<file path="src/rtl/rr_arb64x8_pkg.sv">
// Shared types and constants for the rr_arb64x8 round-robin burst arbiter.
package rr_arb64x8_pkg;

  localparam int N_REQ          = 8;
  localparam int SEL_W          = 3;
  localparam int DATA_W_DEFAULT = 64;
  localparam int BEAT_W_DEFAULT = 4;

  typedef enum logic {
    IDLE = 1'b0,
    XFER = 1'b1
  } state_t;

  function automatic logic [N_REQ-1:0] onehot(input logic [SEL_W-1:0] idx);
    return N_REQ'(1) << idx;
  endfunction

endpackage

</file>
<file path="src/rtl/rr_arb64x8_pick8.sv">
// Rotating-priority encoder: first set req bit at or above ptr, wrapping 7->0.
module rr_pick8
  import rr_arb64x8_pkg::*;
(
  input  logic [N_REQ-1:0] req,
  input  logic [SEL_W-1:0] ptr,
  output logic             any,
  output logic [SEL_W-1:0] idx
);

  logic [SEL_W-1:0] cand;

  // Walk from the farthest offset down so the nearest requester wins last.
  always_comb begin
    any  = 1'b0;
    idx  = '0;
    cand = '0;
    for (int k = N_REQ - 1; k >= 0; k--) begin
      cand = ptr + SEL_W'(k);
      if (req[cand]) begin
        any = 1'b1;
        idx = cand;
      end
    end
  end

endmodule

</file>
<file path="src/rtl/rr_arb64x8.sv">
// Round-robin burst arbiter: eight requesters share one DATA_W result bus.
// Optional macro RR_ARB64X8_B2B_EN re-arbitrates on the last beat (no IDLE bubble).
//
// state | meaning
// IDLE  | no grant; arbitrate among req starting at ptr
// XFER  | burst in flight for requester sel; one beat per accept
module rr_arb64x8
  import rr_arb64x8_pkg::*;
#(
  parameter int DATA_W = DATA_W_DEFAULT,
  parameter int BEAT_W = BEAT_W_DEFAULT
) (
  input  logic                      clk,
  input  logic                      reset_n,
  input  logic [N_REQ-1:0]          req,
  input  logic [N_REQ*BEAT_W-1:0]   len,
  input  logic [N_REQ*DATA_W-1:0]   in_data,
  output logic [N_REQ-1:0]          in_ready,
  output logic [N_REQ-1:0]          gnt,
  output logic [SEL_W-1:0]          sel,
  output logic                      out_valid,
  output logic [DATA_W-1:0]         out_data,
  output logic                      out_last,
  input  logic                      out_ready
);

  state_t            state_q, state_d;
  logic [SEL_W-1:0]  ptr_q, ptr_d;
  logic [SEL_W-1:0]  sel_q, sel_d;
  logic [N_REQ-1:0]  gnt_q, gnt_d;
  logic [BEAT_W-1:0] beats_left_q, beats_left_d;

  logic [SEL_W-1:0]  pick_ptr, pick_idx;
  logic              pick_any;
  logic [BEAT_W-1:0] pick_len;
  logic              accept;

  // In XFER the only use of the picker is back-to-back re-arbitration,
  // which must start just past the burst that is finishing.
  assign pick_ptr = (state_q == XFER) ? sel_q + SEL_W'(1) : ptr_q;

  rr_pick8 u_pick (
    .req (req),
    .ptr (pick_ptr),
    .any (pick_any),
    .idx (pick_idx)
  );

  assign pick_len  = len[int'(pick_idx)*BEAT_W +: BEAT_W];

  assign out_valid = (state_q == XFER);
  assign out_data  = out_valid ? in_data[int'(sel_q)*DATA_W +: DATA_W] : '0;
  assign out_last  = out_valid & (beats_left_q == '0);
  assign accept    = out_valid & out_ready;
  assign in_ready  = gnt_q & {N_REQ{accept}};
  assign gnt       = gnt_q;
  assign sel       = sel_q;

  always_comb begin
    state_d      = state_q;
    ptr_d        = ptr_q;
    sel_d        = sel_q;
    gnt_d        = gnt_q;
    beats_left_d = beats_left_q;
    case (state_q)
      IDLE: begin
        if (pick_any) begin
          gnt_d        = onehot(pick_idx);
          sel_d        = pick_idx;
          beats_left_d = pick_len;
          state_d      = XFER;
        end
      end
      XFER: begin
        if (accept) begin
          if (beats_left_q != '0) begin
            beats_left_d = beats_left_q - BEAT_W'(1);
          end else begin
            ptr_d   = sel_q + SEL_W'(1);
            gnt_d   = '0;
            state_d = IDLE;
`ifdef RR_ARB64X8_B2B_EN
            if (pick_any) begin
              gnt_d        = onehot(pick_idx);
              sel_d        = pick_idx;
              beats_left_d = pick_len;
              state_d      = XFER;
            end
`endif
          end
        end
      end
      default: state_d = IDLE;
    endcase
  end

  always_ff @(posedge clk or negedge reset_n) begin
    if (!reset_n) begin
      state_q      <= IDLE;
      ptr_q        <= '0;
      sel_q        <= '0;
      gnt_q        <= '0;
      beats_left_q <= '0;
    end else begin
      state_q      <= state_d;
      ptr_q        <= ptr_d;
      sel_q        <= sel_d;
      gnt_q        <= gnt_d;
      beats_left_q <= beats_left_d;
    end
  end

endmodule

</file>
<file path="config.mk">
export PLATFORM = sky130hd
export DESIGN_NAME = rr_arb64x8
export DESIGN_NICKNAME = d
export VERILOG_FILES = /design/src/rtl/rr_arb64x8_pkg.sv /design/src/rtl/rr_arb64x8_pick8.sv /design/src/rtl/rr_arb64x8.sv
export SDC_FILE = /design/constraint.sdc
export NUM_CORES = 1
export LEC_CHECK = 0
export CAP_MARGIN = 40
export CORE_AREA = 10 10 243 245
export DETAILED_ROUTE_END_ITERATION = 8
export DIE_AREA = 0 0 253 255
export HOLD_SLACK_MARGIN = 0.15
export MAX_ROUTING_LAYER = met4
export PLACE_DENSITY_LB_ADDON = 0.05
export SYNTH_ARGS = -nofsm -noshare
export SYNTH_HDL_FRONTEND = slang
export SYNTH_SLANG_ARGS = --single-unit
</file>
<file path="constraint.sdc">
create_clock -name clk -period 9.25 [get_ports clk]
set_clock_uncertainty 0.1 [all_clocks]
set_input_delay 1.3875 -clock clk [delete_from_list [all_inputs] [get_ports clk]]
set_output_delay 1.3875 -clock clk [all_outputs]
set_load 0.05 [all_outputs]
</file>
; Word level (Yosys, flattened, before mapping)
; Cells that the tools add are included.
[op_classes]
addsub = 9
magnitude_cmp = 8
n_eq_ne = 4
shifts = 3
muxes = 46
bitwise = 5
n_reduce_logical = 6
[ops]
columns = operator, count
row1 = 512-bit by 10-bit indexed part select with 64-bit output, 1
row2 = 64-bit two-way mux, 1
row3 = "3-bit by 4-bit < comparator with 1-bit output, second input constant", 8
row4 = 32-bit by 6-bit indexed part select with 4-bit output, 1
row5 = 3-bit two-way mux, 9
row6 = 1-bit binary-select mux with 3-bit select, 8
row7 = 8-bit two-way mux, 3
row8 = 1-bit two-way mux, 19
row9 = 8-bit one-hot mux with 2 select lines, 1
row10 = "3-bit adder, second input constant", 4
row11 = 4-bit two-way mux, 3
row12 = 3-bit AND reduction, 3
row13 = 8-bit bitwise AND, 1
row14 = 4-bit one-hot mux with 2 select lines, 1
row15 = "1-bit by 3-bit << shifter with 8-bit output, first input constant", 1
row16 = "3-bit by 1-bit adder with 3-bit output, second input constant", 2
row17 = "3-bit by 2-bit adder with 3-bit output, second input constant", 2
row18 = 4-bit logical NOT, 1
row19 = "2-bit by 1-bit inequality test with 1-bit output, second input constant", 2
row20 = "2-bit inequality test, second input constant", 2
row21 = 4-bit nonzero test, 1
row22 = "4-bit by 1-bit subtractor with 4-bit output, second input constant", 1
row23 = 1-bit bitwise AND, 2
row24 = 1-bit NOT, 2
row25 = 2 further kinds, 2
[word_totals]
reg_bits = 19
in_bits = 555
output_inout_bits = 85
elab_cells = 86

; Longest topological paths before layout
; Gate-level depths: netlist (run 1).
[depth]
word_depth = 16
ltp_mapped = 15
ltp_nobuf = 13

; Cells and area by module
; From an unflattened synthesis (run 1), not the netlist that was laid out.
[unflattened]
cells_unflattened = 507
hier_area_um2 = 6197.2
[modules_own_cells]
columns = module, instances, cells_each, area_each_um2, seq_area_each_um2
row1 = rr_arb64x8, 1, 417, 5415.2, 475.5
row2 = rr_pick8, 1, 90, 782.0, 0.0

; Worst setup path after synthesis (run 1)
; Ideal clock, no wire load.
[synth_path]
path_type = reg2out
start = register sel_q[0], in the netlist sel[0]
end = output out_data[29]
arrival_time_ps = 2704
required_ps = 7763
slack_ps = 5058
path_stages_with_launch = 7
path_buffers = 3
cell_sequence = dfrtp_1 > buf_2 > clkbuf_1 > buf_1 > mux4_2 > mux2i_1 > nor2_1
[synth_via]
elab_chain_len = 2
[synth_lines]
columns = element, line_no
row1 = from (decl), rr_arb64x8.sv:29  ; logic [SEL_W-1:0] sel_q, sel_d;
row2 = from (signal assigned), rr_arb64x8.sv:107  ; sel_q <= sel_d;
row3 = 512-bit by 10-bit indexed part select with 64-bit output, rr_arb64x8.sv:52  ; assign out_data = out_valid ? in_data[int'(sel_q)*DATA_W +: DATA_W] : '0;
row4 = 64-bit two-way mux, rr_arb64x8.sv:52
row5 = to (decl), rr_arb64x8.sv:22  ; output logic [DATA_W-1:0] out_data,
; Every way passes these cells.

; Worst setup path in the final report (run 1)
[layout_path]
start = register sel_q[0], in the netlist sel[0]
end = output out_data[63]
; The elaborated chain is that of the path after synthesis.

==> results of run 1 <==
-- logic make-up (layout without fill, tap and decap cells) --
family | after synthesis | in the layout | share of synthesized area [%]
other cells | 0 | 20 | 0
buf+inv | 68 | 668 | 4.558
simple gates | 133 | 133 | 10.02
mux | 239 | 239 | 68.64
compound gates | 54 | 54 | 6.858
flops | 19 | 19 | 8.019
fa+ha+maj | 4 | 4 | 0.8441
xor+xnor | 5 | 5 | 1.055
-- state kept, by name (all words and copies together) (netlist names) --
name	flops
gnt	8
out_valid	1
ptr_q	3
beats_left_q	4
sel	3
-- critical path: stages, from the launching register on --
cell             delay, ps
dfrtp_4                810
buf_4                  740
mux4_2                 660
mux2i_1                500
nor2_1                  90
clkdlybuf4s50_1        760
-- layout by cell type (no fill, tap or decap), types with 5 or more instances in the layout --
cell	n
clkdlybuf4s50_1	639
mux4_2	132
mux2i_1	98
nor2_1	74
nand2_1	25
diode_2	20
dfrtp_1	16
inv_1	10
o21ai_0	10
and3_1	9
buf_4	9
mux2_2	7
a21oi_1	6
nand3_1	5
-- how the worst min path moves through the flow --
| stage | from | to | slack, ps | cells after the start |
|---|---|---|---|---|
| 2_1_floorplan | ptr_q[0] | ptr_q[0] | 350 | 2 |
| 3_5_place_dp | ptr_q[0] | ptr_q[0] | 380 | 2 |
| 3_3_place_gp | ptr_q[0] | ptr_q[0] | 370 | 2 |
| 6_report | ptr_q[0] | ptr_q[0] | 390 | 2 |
| 5_1_grt | ptr_q[1] | ptr_q[1] | 430 | 1 |
| 4_1_cts | ptr_q[0] | ptr_q[0] | 390 | 2 |
-- layer usage --
metal	wire [microns]	part of all wire, %	global-route usage, %
met1	21870	41	18.42
met2	27430	51	27.30
met3	4619	8.6	5.746
met4	51	0.095	2.151
met5	0	0	-
-- area by class of cell --
class / instances / area (sq um) / share of cell area, %
repair buffers: 651 / 6546 / 49.30
multi-input cells: 435 / 5184 / 39.04
well taps: 704 / 880.8 / 6.634
flip-flops and latches: 19 / 486.7 / 3.666
clock buffers: 3 / 75.07 / 0.5654
inverters: 13 / 50.05 / 0.3769
diodes: 20 / 50.05 / 0.3769
clock inverters: 1 / 5.005 / 0.03769
-- metrics by stage --
stage | instance area, sq um | cells | power, mW | hold slack, ps | worst slack, ps
3_5_place_dp | 13150 | 1822 | 3.989 | 380.3 | 3958
6_report | 13280 | 1846 | 4.014 | 385.1 | 3886
3_3_place_gp | 13060 | 1818 | 3.996 | 372.7 | 3912
5_1_grt | 13270 | 1844 | 4.280 | 431.6 | 3598
2_1_floorplan | 5929 | 522 | 2.681 | 349.8 | 5058
4_1_cts | 13230 | 1826 | 4.100 | 394.9 | 3735
-- power groups by stage --
stage | combinational [mW] | sequential (mW) | clock (mW)
floorplan | 2.49 | 0.193 | 0
global placement | 3.75 | 0.250 | 0
detailed placement | 3.74 | 0.250 | 0
CTS | 3.76 | 0.249 | 0.0942
global route | 3.93 | 0.257 | 0.0964
finish | 3.69 | 0.237 | 0.0902
==> out/qor.yml, run 1 <==
hpwlAfterDp_microns: 46860
worst_slew_pin_slew_ps: 793.0
clock_latency_ps: 250
numClockSinks: 19
p_int_mw: 1.749
cts_tree: "done"
cp-start-kind: "flip-flop"
p_comb_share_pct: 91.8
drt_wl_total_microns: 53970
fin_tns_setup_ps: 0
numCtsBuffers: 3
ys.flop_type: "dfrtp_1"
hold_viol: 0
rr_endpoint: "beats_left_q[3]"
die_h_microns: 255
slew_viol_final: 0
grt_max_degree: 50
drc: 0
core_sq_mm: 0.05445
critPathMaxFanout: 38
first_global_vias: 8099
pwr_density_cell_mw_per_mm2: 302.3
required_ps: 7760
synth_cell_type_count: 54
drive_gt1_share_pct: 15.15
relSlewSlack_pct: 47.13
yosysTopAreaCellShare_pct: 50.14
syn-mean-instance-area_sq_um: 11.36
synth.area.top_cells: "mux4_2 (50%), mux2i_1 (17%), dfrtp_1 (8.0%)"
place_congestion: 0.8535
critPathKind: "reg2out"
drt_iter0_drc: 366
fmax_ghz: 0.1864
power_switching_mw: 2.265
rsz0062_at_grt: "false"
fin_util_pct: 24.39
syn-num-nets: 1081
cts_resized: 0
ir_drop_v: 0.0001538
num_io_pins: 640
grt_first_pass_wirelength_microns: 70800
min_period_ps: 5364
grt_usage_pct: 16.10
drtPass1Iterations: 4
synth_warnings: 0
synth_cells: 522
yosys.area.top_type: "mux4_2"
synth_edf_count: 0
setup_viol: 0
reg2reg_slack_ps: 4380
rr_startpoint: "sel[1]"
hp-class: "reg2reg"
critical_path.startpoint: "sel[0]"
postCtsSetupBuffers: 0
grt-ovfl-total: 0
antenna_left: 0
yosysMostFrequentCell: "mux4_2"
clk_pin_slew_ps: 50
dieArea_sq_mm: 0.06452
yosys-top-cells-count: "mux4_2 (132), mux2i_1 (98), nor2_1 (74), clkbuf_1 (25), nand2_1 (25)"
final_nets: 1682
async_flop_share_pct: 100.0
synthToLayoutAreaGrowth_pct: 123.9
cap_violations: 0
post-route-period-util_pct: 57.99
synth.yosys.seq_area_share_pct: 8.019
htree_levels: 1
pwr-share-seq_pct: 5.9
netlist_area_sq_mm: 0.005929
vias: 7427
ys_ff_latch: 19
die_w_microns: 253
initial_core_util_pct: 10.89
fp-row-count: 86
clk_path_buf_depth: 2
post_drt_wl_per_cell_microns: 29.23
status: "complete, no violations"
antenna_found_initial: 19
crit_arrival_ps: 3880
endpoint_kind: "output pin"
pwr-share-clk_pct: 2.2
n_fill_cell: 5857
ff2ff_path_depth: 12
worstSetupEndpoint: "out_data[63]"
cts_hold_buf: 0
clockRootBuffer: "clkbuf_16"
io_buffers: 639
vias_per_cell: 4.023
p_sw_share_pct: 56.43
leakagePower_nw: 4.634
No activity file was read; power rests on OpenSTA's default activity.
==> run 2, diff against run 1 <==
Settings changed: CORE_AREA 10 10 243 245 to 10 10 242 244, DIE_AREA 0 0 253 255 to 0 0 252 254.
Clock period 9.25 ns to 4.6 ns, I/O delays scaled along.
==> run 2 against run 1 <==
  * Critical path depth rose by 7
  * Combinational power rose by 110%
  * Clock power rose by 110%
  * Design area rose by 0.25%
  * Die area fell by 0.79%
  * Global-route usage rose by 0.46 points
  * Wire length rose by 2.0%
  * Critical path type is now reg2reg
  * Highest routed layer unchanged
==> out/qor.yml, run 2 (same netlist as run 1, synthesis figures left out) <==
vias_per_cell: 4.031  # +0.19%
htree_levels: 1  # unchanged
status: "complete, no violations"
critPathSlowestCell: "mux4_2"
relSlewSlack_pct: 33.86  # -13 points
rsz0062_at_grt: "false"
cts_resized: 0  # unchanged
endpoint_kind: "flip-flop"
setup_viol: 0  # unchanged
clk_pin_slew_ps: 60  # about the same
initial_core_util_pct: 11.06  # +0.17 points
leakagePower_nw: 4.659  # +0.52%
pwr_density_cell_mw_per_mm2: 611.7  # +100%
die_w_microns: 252  # -0.40%
drive_gt1_share_pct: 15.59  # +0.44 points
fp-row-count: 85  # -1.2%
slew_viol_final: 0  # unchanged
crit_buf_inv: 0  # -2
antenna_left: 0  # unchanged
crit_family: "multiplexers"
drc: 0  # unchanged
clock_latency_ps: 250  # about the same
grt_usage_pct: 16.56  # +0.46 points
synthToLayoutAreaGrowth_pct: 124.5
required_ps: 4630  # -3130 ps
critical-path-max-stage-delay_ps: 560  # -250 ps
vias: 7429  # +0.027%
cts_tree: "done"
grt-ovfl-total: 0  # unchanged
place_area_sq_mm: 0.01319  # +0.30%
antenna_found_initial: 16  # -3
numClockSinks: 19  # unchanged
drt_wl_total_microns: 55030  # +2.0%
num_io_pins: 640  # unchanged
critPathMaxFanout: 11  # -71%
min_period_ps: 4216
die_h_microns: 254  # -0.39%
numCtsBuffers: 3  # unchanged
ir_drop_v: 0.0003816  # +150%
hpwlAfterDp_microns: 47600  # +1.6%
post-route-period-util_pct: 91.66
largest_register_ffs: 8  # unchanged
fin_area_sq_mm: 0.01331  # +0.25%
post_drt_wl_per_cell_microns: 29.86  # +2.1%
grt_first_pass_wirelength_microns: 72890  # +3.0%
fin_tns_setup_ps: 0  # unchanged
grt_max_degree: 131  # +160%
path_cells: "ha_1 -> mux2_2 -> ha_1 -> xnor2_4 -> mux2i_1 -> and2_0 -> o311a_1 -> o211ai_2 -> mux2i_4 -> mux4_2 -> nand3_1 -> nand3_1"
place_congestion: 0.8444  # -1.1%
postCtsSetupBuffers: 0  # unchanged
hold_viol: 0  # unchanged
layout_commonest_cell: "clkdlybuf4s50_1"
worst_slew_pin_slew_ps: 992.1  # +199.1 ps
crit_arrival_ps: 4250  # +370 ps
clockRootBuffer: "clkbuf_16"
drt_iter0_drc: 292  # -20%
fmax_ghz: 0.2372
first_global_vias: 8256  # +1.9%
cp-start-kind: "flip-flop"
dieArea_sq_mm: 0.06401  # -0.79%
cap_violations: 0  # unchanged
clk_path_buf_depth: 2  # unchanged
layout.cells.most_common_list: "clkdlybuf4s50_1 (639), mux4_2 (132), mux2i_1 (98)"
final_nets: 1689  # +0.42%
core_sq_mm: 0.05360  # -1.6%
hp-class: "reg2reg"
io_buffers: 639  # unchanged
cts_hold_buf: 0  # unchanged
drtPass1Iterations: 5  # +1
critPathKind: "reg2reg"
==> run 2: per-layer routing <==
metal	global-route usage, %	routed length (microns)	vias to the layer above	part of all wire [%]
met4	0.4847	82	0	0.15
met2	29.45	28400	334	52
met3	5.649	4528	4	8.2
li1	-	-	3382	-
met5	-	0	-	0
met1	18.62	22020	3709	40
==> run 2: layout make-up <==
| cell class | instances | area (sq um) |
|---|---|---|
| repair buffers | 658 | 6596 |
| fillers | 5746 | 40290 |
| inverters | 13 | 48.80 |
| clock buffers | 4 | 78.83 |
| well taps | 696 | 870.8 |
| diodes | 18 | 45.04 |
| multi-input cells | 435 | 5184 |
| flip-flops and latches | 19 | 486.7 |
==> run 2: worst paths after layout <==
kind	slack, ps	end	depth (start not counted)	startpoint
min	390	ptr_q[0]	2	ptr_q[0]
max in group asynchronous	3250	gnt[0]	2	reset_n
max reg2reg	380	beats_left_q[3]	12	sel[0]
min reg2reg	390	ptr_q[0]	2	ptr_q[0]
max	380	beats_left_q[3]	12	sel[0]
min in group asynchronous	690	beats_left_q[3]	1	reset_n
==> run 2: power breakdown <==
part           leakage (nW)  internal [mW]  switching (mW)
clock                0.0383          0.118          0.0665
combinational          4.38           3.24            4.40
sequential            0.239          0.239          0.0744
==> run 2: per-stage QoR <==
stage	power [mW]	setup slack [ps]	util, %	std cells	hold slack [ps]
global placement	8.151	330.3	24.57	1820	377.0
global route	8.675	157.5	24.82	1841	436.3
detailed placement	8.077	321.4	24.60	1821	379.5
CTS	8.304	322.2	24.75	1825	393.3
finish	8.142	383.7	24.83	1843	390.1
floorplan	5.392	466.0	-	522	294.4
==> run 2: tightest hold or removal path: cells and delay by family, from the launching register on <==
kind             cells  cell delay [ps]
flip-flops           1              350
AND/OR/NAND/NOR      1               50
AO/OA/AOI/OAI        1               60
==> run 3, diff against run 2 <==
Settings changed: SETUP_SLACK_MARGIN set to 0.05.
==> results of run 3 <==
Final layout, timing and power as in run 2 (identical DEF).
